`config.mk`:
```
export PLATFORM = sky130hd
export DESIGN_NAME = playback_fetch
export DESIGN_NICKNAME = d
export VERILOG_FILES = /design/src/rtl/playback_fetch_pkg.sv /design/src/rtl/playback_fetch_word_fifo.sv /design/src/rtl/playback_fetch.sv
export SDC_FILE = /design/constraint.sdc
export NUM_CORES = 1
export LEC_CHECK = 0
export CAP_MARGIN = 5
export CORE_MARGIN = 4
export CORE_UTILIZATION = 50
export CTS_BUF_LIST = sky130_fd_sc_hd__clkbuf_16
export DETAILED_ROUTE_END_ITERATION = 8
export GPL_TIMING_DRIVEN = 0
export PLACE_DENSITY_LB_ADDON = 0.05
export SLEW_MARGIN = 0
export SYNTH_ARGS = -nofsm -noshare
export SYNTH_HDL_FRONTEND = slang
export SYNTH_SLANG_ARGS = --single-unit
```
`constraint.sdc`:
```
create_clock -name i_clk -period 5 [get_ports i_clk]
set_clock_uncertainty 0.05 [all_clocks]
set_input_delay 1 -clock i_clk [delete_from_list [all_inputs] [get_ports i_clk]]
set_output_delay 1 -clock i_clk [all_outputs]
set_load 0.01 [all_outputs]
```
`src/rtl/playback_fetch_pkg.sv`:
```
// Shared definitions for the playback prefetch path.
// Contents:
//   PLAYBACK_WORD_W - width of one playback word (16 channels x {enable,out})
//   mem_t           - per-channel view of a playback word
//   pack_word/unpack_word - convert between mem_t and the flat 32-bit word.
//     Channel i lives in bits [2i+1:2i], with enable as the MSB of the pair.
package playback_fetch_pkg;

  localparam int PLAYBACK_WORD_W = 32;
  localparam int PLAYBACK_CHANS  = PLAYBACK_WORD_W / 2;

  typedef struct packed {
    logic en;
    logic out;
  } play_pair_t;

  typedef play_pair_t [PLAYBACK_CHANS-1:0] mem_t;

  function automatic logic [PLAYBACK_WORD_W-1:0] pack_word(input mem_t m);
    logic [PLAYBACK_WORD_W-1:0] w;
    for (int i = 0; i < PLAYBACK_CHANS; i++) begin
      w[2*i+1] = m[i].en;
      w[2*i]   = m[i].out;
    end
    return w;
  endfunction

  function automatic mem_t unpack_word(input logic [PLAYBACK_WORD_W-1:0] w);
    mem_t m;
    for (int i = 0; i < PLAYBACK_CHANS; i++) begin
      m[i].en  = w[2*i+1];
      m[i].out = w[2*i];
    end
    return m;
  endfunction

endpackage

```
`src/rtl/playback_fetch_word_fifo.sv`:
```
// playback_word_fifo: DEPTH x 32-bit circular buffer between the RAM return
// path and the head register of playback_fetch.
// Ports:
//   i_clk, i_reset       - clock, synchronous active-high reset
//   i_flush              - empties the buffer (wins over push/pop)
//   i_push, i_wdata      - write one word at the tail
//   i_pop                - discard the head word (caller guarantees non-empty)
//   o_rdata              - current head word
//   o_count, o_empty     - occupancy
// DEPTH must be a power of two so the pointers wrap by natural overflow.
module playback_word_fifo
  import playback_fetch_pkg::*;
#(
  parameter int DEPTH = 4
) (
  input  logic                       i_clk,
  input  logic                       i_reset,
  input  logic                       i_flush,
  input  logic                       i_push,
  input  logic [PLAYBACK_WORD_W-1:0] i_wdata,
  input  logic                       i_pop,
  output logic [PLAYBACK_WORD_W-1:0] o_rdata,
  output logic [$clog2(DEPTH):0]     o_count,
  output logic                       o_empty
);

  localparam int PTR_W = $clog2(DEPTH);

  logic [PLAYBACK_WORD_W-1:0] r_mem [DEPTH];
  logic [PTR_W-1:0]           r_wr_ptr;
  logic [PTR_W-1:0]           r_rd_ptr;
  logic [PTR_W:0]             r_count;

  always_ff @(posedge i_clk) begin
    if (i_reset || i_flush) begin
      r_wr_ptr <= '0;
      r_rd_ptr <= '0;
      r_count  <= '0;
    end else begin
      if (i_push) r_wr_ptr <= r_wr_ptr + PTR_W'(1);
      if (i_pop)  r_rd_ptr <= r_rd_ptr + PTR_W'(1);
      case ({i_push, i_pop})
        2'b10:   r_count <= r_count + (PTR_W+1)'(1);
        2'b01:   r_count <= r_count - (PTR_W+1)'(1);
        default: ;
      endcase
    end
  end

  // Storage needs no reset; occupancy tracking decides what is live.
  always_ff @(posedge i_clk) begin
    if (i_push) r_mem[r_wr_ptr] <= i_wdata;
  end

  assign o_rdata = r_mem[r_rd_ptr];
  assign o_count = r_count;
  assign o_empty = (r_count == '0);

endmodule

```
`src/rtl/playback_fetch.sv`:
```
// playback_fetch: prefetch stage ahead of the playback unit. Streams
// word_count consecutive 32-bit words from a synchronous-read RAM starting at
// base_addr, presents the head word continuously, and pops it on each rising
// edge of the playback unit's advance request.
// Ports:
//   i_clk, i_reset           - clock, synchronous active-high reset
//   i_start                  - 1-cycle pulse: load i_base_addr/i_word_count, (re)start
//   o_mem_rd_en, o_mem_addr  - RAM read strobe/address (data back MEM_LAT cycles later)
//   i_mem_rdata              - RAM read data
//   i_adv                    - advance level from the playback unit
//   o_word_out, o_word_valid - head word and its valid flag
//   o_underrun               - sticky: a pop found no word while words were outstanding
//   o_done                   - all words fetched and consumed
// Optional build macro PLAYBACK_FETCH_LOOP_EN: when defined, the block restarts
// from the latched base/count whenever the count is exhausted (continuous loop).
// Buffering = one head register plus a BUF_DEPTH-entry FIFO; reads are only
// issued while (words held + reads in flight) < BUF_DEPTH, so the FIFO never
// overflows. BUF_DEPTH >= MEM_LAT+1 keeps the read pipe full in steady state.
module playback_fetch
  import playback_fetch_pkg::*;
#(
  parameter int ADDR_W    = 12,
  parameter int MEM_LAT   = 2,
  parameter int BUF_DEPTH = 4
) (
  input  logic                       i_clk,
  input  logic                       i_reset,
  input  logic                       i_start,
  input  logic [ADDR_W-1:0]          i_base_addr,
  input  logic [ADDR_W:0]            i_word_count,
  output logic                       o_mem_rd_en,
  output logic [ADDR_W-1:0]          o_mem_addr,
  input  logic [PLAYBACK_WORD_W-1:0] i_mem_rdata,
  input  logic                       i_adv,
  output logic [PLAYBACK_WORD_W-1:0] o_word_out,
  output logic                       o_word_valid,
  output logic                       o_underrun,
  output logic                       o_done
);

`ifdef PLAYBACK_FETCH_LOOP_EN
  localparam bit LOOP_EN = 1'b1;
`else
  localparam bit LOOP_EN = 1'b0;
`endif

  localparam int PTR_W = $clog2(BUF_DEPTH);
  localparam int CNT_W = PTR_W + 2;
  localparam logic [ADDR_W:0] REM_ONE = (ADDR_W+1)'(1);

  typedef enum logic [1:0] {IDLE, FETCH, DRAIN, DONE} fetch_state_t;

  fetch_state_t         r_state;
  logic                 r_adv_q;
  logic [ADDR_W-1:0]    r_base_lat;
  logic [ADDR_W:0]      r_count_lat;
  logic [ADDR_W-1:0]    r_mem_addr;
  logic [ADDR_W:0]      r_remaining;
  logic [CNT_W-1:0]     r_inflight;
  logic [MEM_LAT-1:0]   r_vld_pipe;
  mem_t                 r_head;
  logic                 r_word_valid;
  logic                 r_underrun;
  logic                 r_done;

  logic                       w_pop_req;
  logic                       w_ret;
  logic                       w_issue;
  logic                       w_pop;
  logic                       w_head_free;
  logic                       w_fifo_pop;
  logic                       w_bypass;
  logic                       w_push;
  logic                       w_outstanding;
  logic                       w_underrun_ev;
  logic [PLAYBACK_WORD_W-1:0] w_fifo_rdata;
  logic [PTR_W:0]             w_fifo_count;
  logic                       w_fifo_empty;
  logic [CNT_W-1:0]           w_occ;

  assign w_pop_req = i_adv & ~r_adv_q;

  // A start cycle discards everything: the tagged return is not written and
  // no read is issued against the old address.
  assign w_ret = r_vld_pipe[MEM_LAT-1] & ~i_start;
  assign w_occ = CNT_W'(w_fifo_count) + CNT_W'(r_word_valid);
  assign w_issue = ~i_start && (r_state == FETCH) && (r_remaining != '0) &&
                   ((w_occ + r_inflight) < CNT_W'(BUF_DEPTH));

  // Head register refills from the FIFO, or straight from the RAM when the
  // FIFO is empty, so an empty buffer costs no extra cycle.
  assign w_pop       = w_pop_req & r_word_valid & ~i_start;
  assign w_head_free = ~r_word_valid | w_pop;
  assign w_fifo_pop  = w_head_free & ~w_fifo_empty & ~i_start;
  assign w_bypass    = w_head_free & w_fifo_empty & w_ret;
  assign w_push      = w_ret & ~w_bypass;

  assign w_outstanding = (r_remaining != '0) || (r_inflight != '0);
  // Underrun: a pop that finds no word (now, or to replace the popped one)
  // while words are still owed.
  assign w_underrun_ev = w_pop_req & ~i_start & w_outstanding &
                         (~r_word_valid | (w_fifo_empty & ~w_ret));

  playback_word_fifo #(.DEPTH(BUF_DEPTH)) u_fifo (
    .i_clk   (i_clk),
    .i_reset (i_reset),
    .i_flush (i_start),
    .i_push  (w_push),
    .i_wdata (i_mem_rdata),
    .i_pop   (w_fifo_pop),
    .o_rdata (w_fifo_rdata),
    .o_count (w_fifo_count),
    .o_empty (w_fifo_empty)
  );

  always_ff @(posedge i_clk) begin
    if (i_reset) begin
      r_state      <= IDLE;
      r_adv_q      <= 1'b1;
      r_base_lat   <= '0;
      r_count_lat  <= '0;
      r_mem_addr   <= '0;
      r_remaining  <= '0;
      r_inflight   <= '0;
      r_vld_pipe   <= '0;
      r_head       <= '0;
      r_word_valid <= 1'b0;
      r_underrun   <= 1'b0;
      r_done       <= 1'b0;
    end else begin
      r_adv_q <= i_adv;
      if (i_start) begin
        r_state      <= FETCH;
        r_base_lat   <= i_base_addr;
        r_count_lat  <= i_word_count;
        r_mem_addr   <= i_base_addr;
        r_remaining  <= i_word_count;
        r_inflight   <= '0;
        r_vld_pipe   <= '0;
        r_head       <= '0;
        r_word_valid <= 1'b0;
        r_underrun   <= 1'b0;
        r_done       <= 1'b0;
      end else begin
        r_vld_pipe[0] <= w_issue;
        for (int i = 1; i < MEM_LAT; i++) r_vld_pipe[i] <= r_vld_pipe[i-1];

        case ({w_issue, w_ret})
          2'b10:   r_inflight <= r_inflight + CNT_W'(1);
          2'b01:   r_inflight <= r_inflight - CNT_W'(1);
          default: ;
        endcase

        if (w_issue) begin
          if (LOOP_EN && (r_remaining == REM_ONE)) begin
            r_remaining <= r_count_lat;
            r_mem_addr  <= r_base_lat;
          end else begin
            r_remaining <= r_remaining - REM_ONE;
            r_mem_addr  <= r_mem_addr + ADDR_W'(1);
          end
        end

        if (w_fifo_pop) begin
          r_head       <= unpack_word(w_fifo_rdata);
          r_word_valid <= 1'b1;
        end else if (w_bypass) begin
          r_head       <= unpack_word(i_mem_rdata);
          r_word_valid <= 1'b1;
        end else if (w_pop) begin
          r_word_valid <= 1'b0;
        end

        if (w_underrun_ev) r_underrun <= 1'b1;

        case (r_state)
          FETCH: if ((r_remaining == '0) && (r_inflight == '0)) r_state <= DRAIN;
          DRAIN: if (w_fifo_empty && !r_word_valid) begin
            r_state <= DONE;
            r_done  <= 1'b1;
          end
          default: ;
        endcase
      end
    end
  end

  assign o_mem_rd_en  = w_issue;
  assign o_mem_addr   = r_mem_addr;
  assign o_word_out   = pack_word(r_head);
  assign o_word_valid = r_word_valid;
  assign o_underrun   = r_underrun;
  assign o_done       = r_done;

endmodule

```
==> results.toml <==
[status]
outcome = "completed"

[finish]
drive_gt1_frac = 0.108
syn2layout_area_growth_pct = 25.2
fin_util = 0.635
num-nets-final = 856
num_antenna_cells = 0
n_fill_cell = 1356

[clock_tree]
cts-hold-fix-buffers = 0
cts_root_buf = "clkbuf_16"
clk_pin_slew_ns = 0.06
clockBufferDepth = 3
cts_setup_buffers = 0
htree_levels = 1
cts_inserted_buffers = 23
cts_resized = 0
cts_sinks = 206
cts_tree = "built"
clock_latency_ns = 0.49

[worst_setup_path]
path_max_fanout = 7
crit-reg2reg-launch = "r_inflight[1]"
cp-startpoint = "i_start"
r2r_cells = 12
critPathLaunchType = "primary input"
worstSetupPathType = "primary input to output pin"
rrSetupSlack_ns = 1.43
crit_path_end_kind = "output pin"
worstPathRequired_ns = 3.95
r2r-end = "r_inflight[2]"
arrival_ns = 3.45

[synthesis]
synth-xor-area-share = 0.0101
syn_area_sq_mm = 0.00871
syn_nets = 720
synth_compound_area_frac = 0.0982
synth_edf_count = 128
muxShareOfSynthArea = 0.118
yosys.area_share.simple = 0.104
syn_inst = 643
ys_seq_area_frac = 0.620
ys.flop_type = "edfxtp_1"
syn-mean-instance-area_sq_um = 13.6
yosysTopAreaCell = "edfxtp_1"
synth_fa_ha_area_frac = 0.0238
synth_top_cell_area_share = 0.441
synth_top_family_by_area = "multiplexers"
netlist-cell-type-count = 56
synth_warnings = 0
async_reset_ff_frac = 0
synth.area.top_cells = "edfxtp_1 (44%), dfxtp_1 (18%), mux4_2 (8.3%)"
synth-seq-cells = 206

[timing]
setup_tns_ns = 0
finalSetupViolCount = 0
finalHoldViolations = 0
slew_viol_final = 0
worst_slew_pin_slew_ns = 0.926
fin_crit_ns = 4.50
maxSlewHeadroom = 0.379
rsz0062_at_grt = "false"
period_share = 0.901
fmax_ghz = 0.222

[power]
p_seq_frac = 0.491
powerDensity_mw_per_mm2 = 344
clkPwrFrac = 0.453
combPwrFrac = 0.056
p_sw_frac = 0.211
p_leak_nw = 3.51
p_switching_mw = 0.789
ir_worst_vdd_mv = 0.294
p_int_mw = 2.96

[routing]
num_vias = 5974
routed_wl_microns = 21100
drt_iter0_drc = 365
routedWlPerCell_microns = 20.7
first_pass_iters = 5
drc = 0
ant_nets = 0
vias_per_cell = 5.86

[min_path]
hold_depth = 1
hold_path_end = "r_vld_pipe[1]"
hp-start = "r_vld_pipe[0]"
min_path_type = "flip-flop to flip-flop"

[global_routing]
grt_first_pass_wirelength_microns = 33800
grt_usage = 0.214
grt.overflow.total = 0
grt_pass1_vias = 6293
grt_max_degree = 24
antenna_found_initial = 0

[floorplanning]
core_sq_mm = 0.0172
fp.dieH_microns = 140
dieArea_sq_mm = 0.0196
pin_count = 109
start_util = 0.507
rows = 48
dieWidth_microns = 140

[placement]
gp_congestion = 0.891
dp_hpwl_microns = 14100
numPortBuffers = 107

[run]
drv_cap = 0
[cell type report]
| cell class | count | area, sq um | share of cell area |
|---|---|---|---|
| inverter | 15 | 56.3 | 0.00516 |
| buffer | 40 | 165 | 0.0151 |
| sequential | 206 | 5410 | 0.495 |
| clock buffer | 23 | 576 | 0.0528 |
| timing repair buffer | 111 | 1150 | 0.106 |
| multi-input combinational | 382 | 3090 | 0.283 |
| tap | 225 | 282 | 0.0258 |
| clock inverter | 18 | 184 | 0.0169 |
[cell usage after synthesis (all sizes together), types with 2 or more instances]
master,n
dfxtp,78
nand3b,4
a311oi,18
xnor2,3
nand2b,3
a2111oi,3
mux2i,31
xor2,7
a311o,3
or3,11
o311a,2
a211oi,34
o31ai,3
nand4,7
a31oi,3
and4,4
a21oi,15
o21ai,26
nor2b,11
nor4b,2
or2,2
nor3b,4
a211o,2
nor4,9
and3,4
and2,5
nand3,7
edfxtp,128
nor2,66
nand2,19
buf,11
a21o,3
clkbuf,29
nor3,9
inv,15
ha,15
or4,4
o21a,2
mux4,32
[through the flow]
stage          cell area [sq um]  total power [mW]  instances  worst slack, ns  hold slack [ns]
2_1_floorplan               8710              1.97        643             1.77            0.356
3_3_place_gp               10100              2.08        975            0.279            0.368
3_5_place_dp               10200              2.08        979            0.535            0.369
4_1_cts                    10900              3.78       1020            0.522            0.396
5_1_grt                    10900              3.87       1020            0.419            0.399
6_report                   10900              3.75       1020            0.495            0.390
[how the worst max path moves through the flow]
stage                                     end  cells after the start
after floorplan             u_fifo.o_count[2]                      9
after global placement    u_fifo.r_mem[2][17]                      5
after detailed placement          o_mem_rd_en                      7
after CTS                         o_mem_rd_en                      7
after global routing              o_mem_rd_en                      7
final                             o_mem_rd_en                      7
[layer usage]
| layer | vias up | routed length, microns | track usage |
|---|---|---|---|
| met2 | 185 | 10600 | 0.369 |
| met3 | 36 | 1290 | 0.0451 |
| met1 | 2978 | 8790 | 0.273 |
| met5 | - | 0 | 0 |
| met4 | 0 | 454 | 0.0683 |
| li1 | 2775 | - | - |
[placed cells by master, fill, tap and decap left out, types with 11 or more instances in the layout]
cell type        count
dfxtp_1             78
a211oi_1            33
or3_1               11
o21ai_0             23
clkbuf_16           23
ha_1                15
nor2_1              66
clkdlybuf4s50_1    107
inv_1               20
edfxtp_1           128
a311oi_1            18
mux2i_1             31
a21oi_1             15
clkbuf_1            29
nor2b_1             11
mux4_2              32
nand2_1             19
[kinds of logic after synthesis]
group           Yosys count
compound gates          120
xor+xnor                 10
fa+ha+maj                16
buf+inv                  55
flops                   206
mux                      63
simple gates            173
[state kept, by name, indices dropped and copies added (netlist names), named ones only]
register         flops
o_word_valid         1
u_fifo.o_count       3
u_fifo.r_mem       128
u_fifo.r_rd_ptr      2
o_underrun           1
o_mem_addr          12
r_remaining         13
r_inflight           4
o_word_out          32
o_done               1
u_fifo.r_wr_ptr      2
r_vld_pipe           2
r_state              2
r_adv_q              1
[worst max-delay path, stage by stage]
cell and delay, ns:
clkdlybuf4s50_1 0.55, inv_1 0.20, nand2_1 0.13, a211oi_2 0.44, nand2_1 0.34, inv_2 0.23
clkdlybuf4s50_1 0.56
[power by group through the flow]
stage               clock, mW  sequential, mW  combinational, mW
floorplan                   0            1.88             0.0930
global placement            0            1.88              0.202
detailed placement          0            1.88              0.207
CTS                      1.73            1.84              0.209
global route             1.80            1.84              0.227
finish                   1.70            1.84              0.209
No activity file was read; power rests on OpenSTA's default activity.
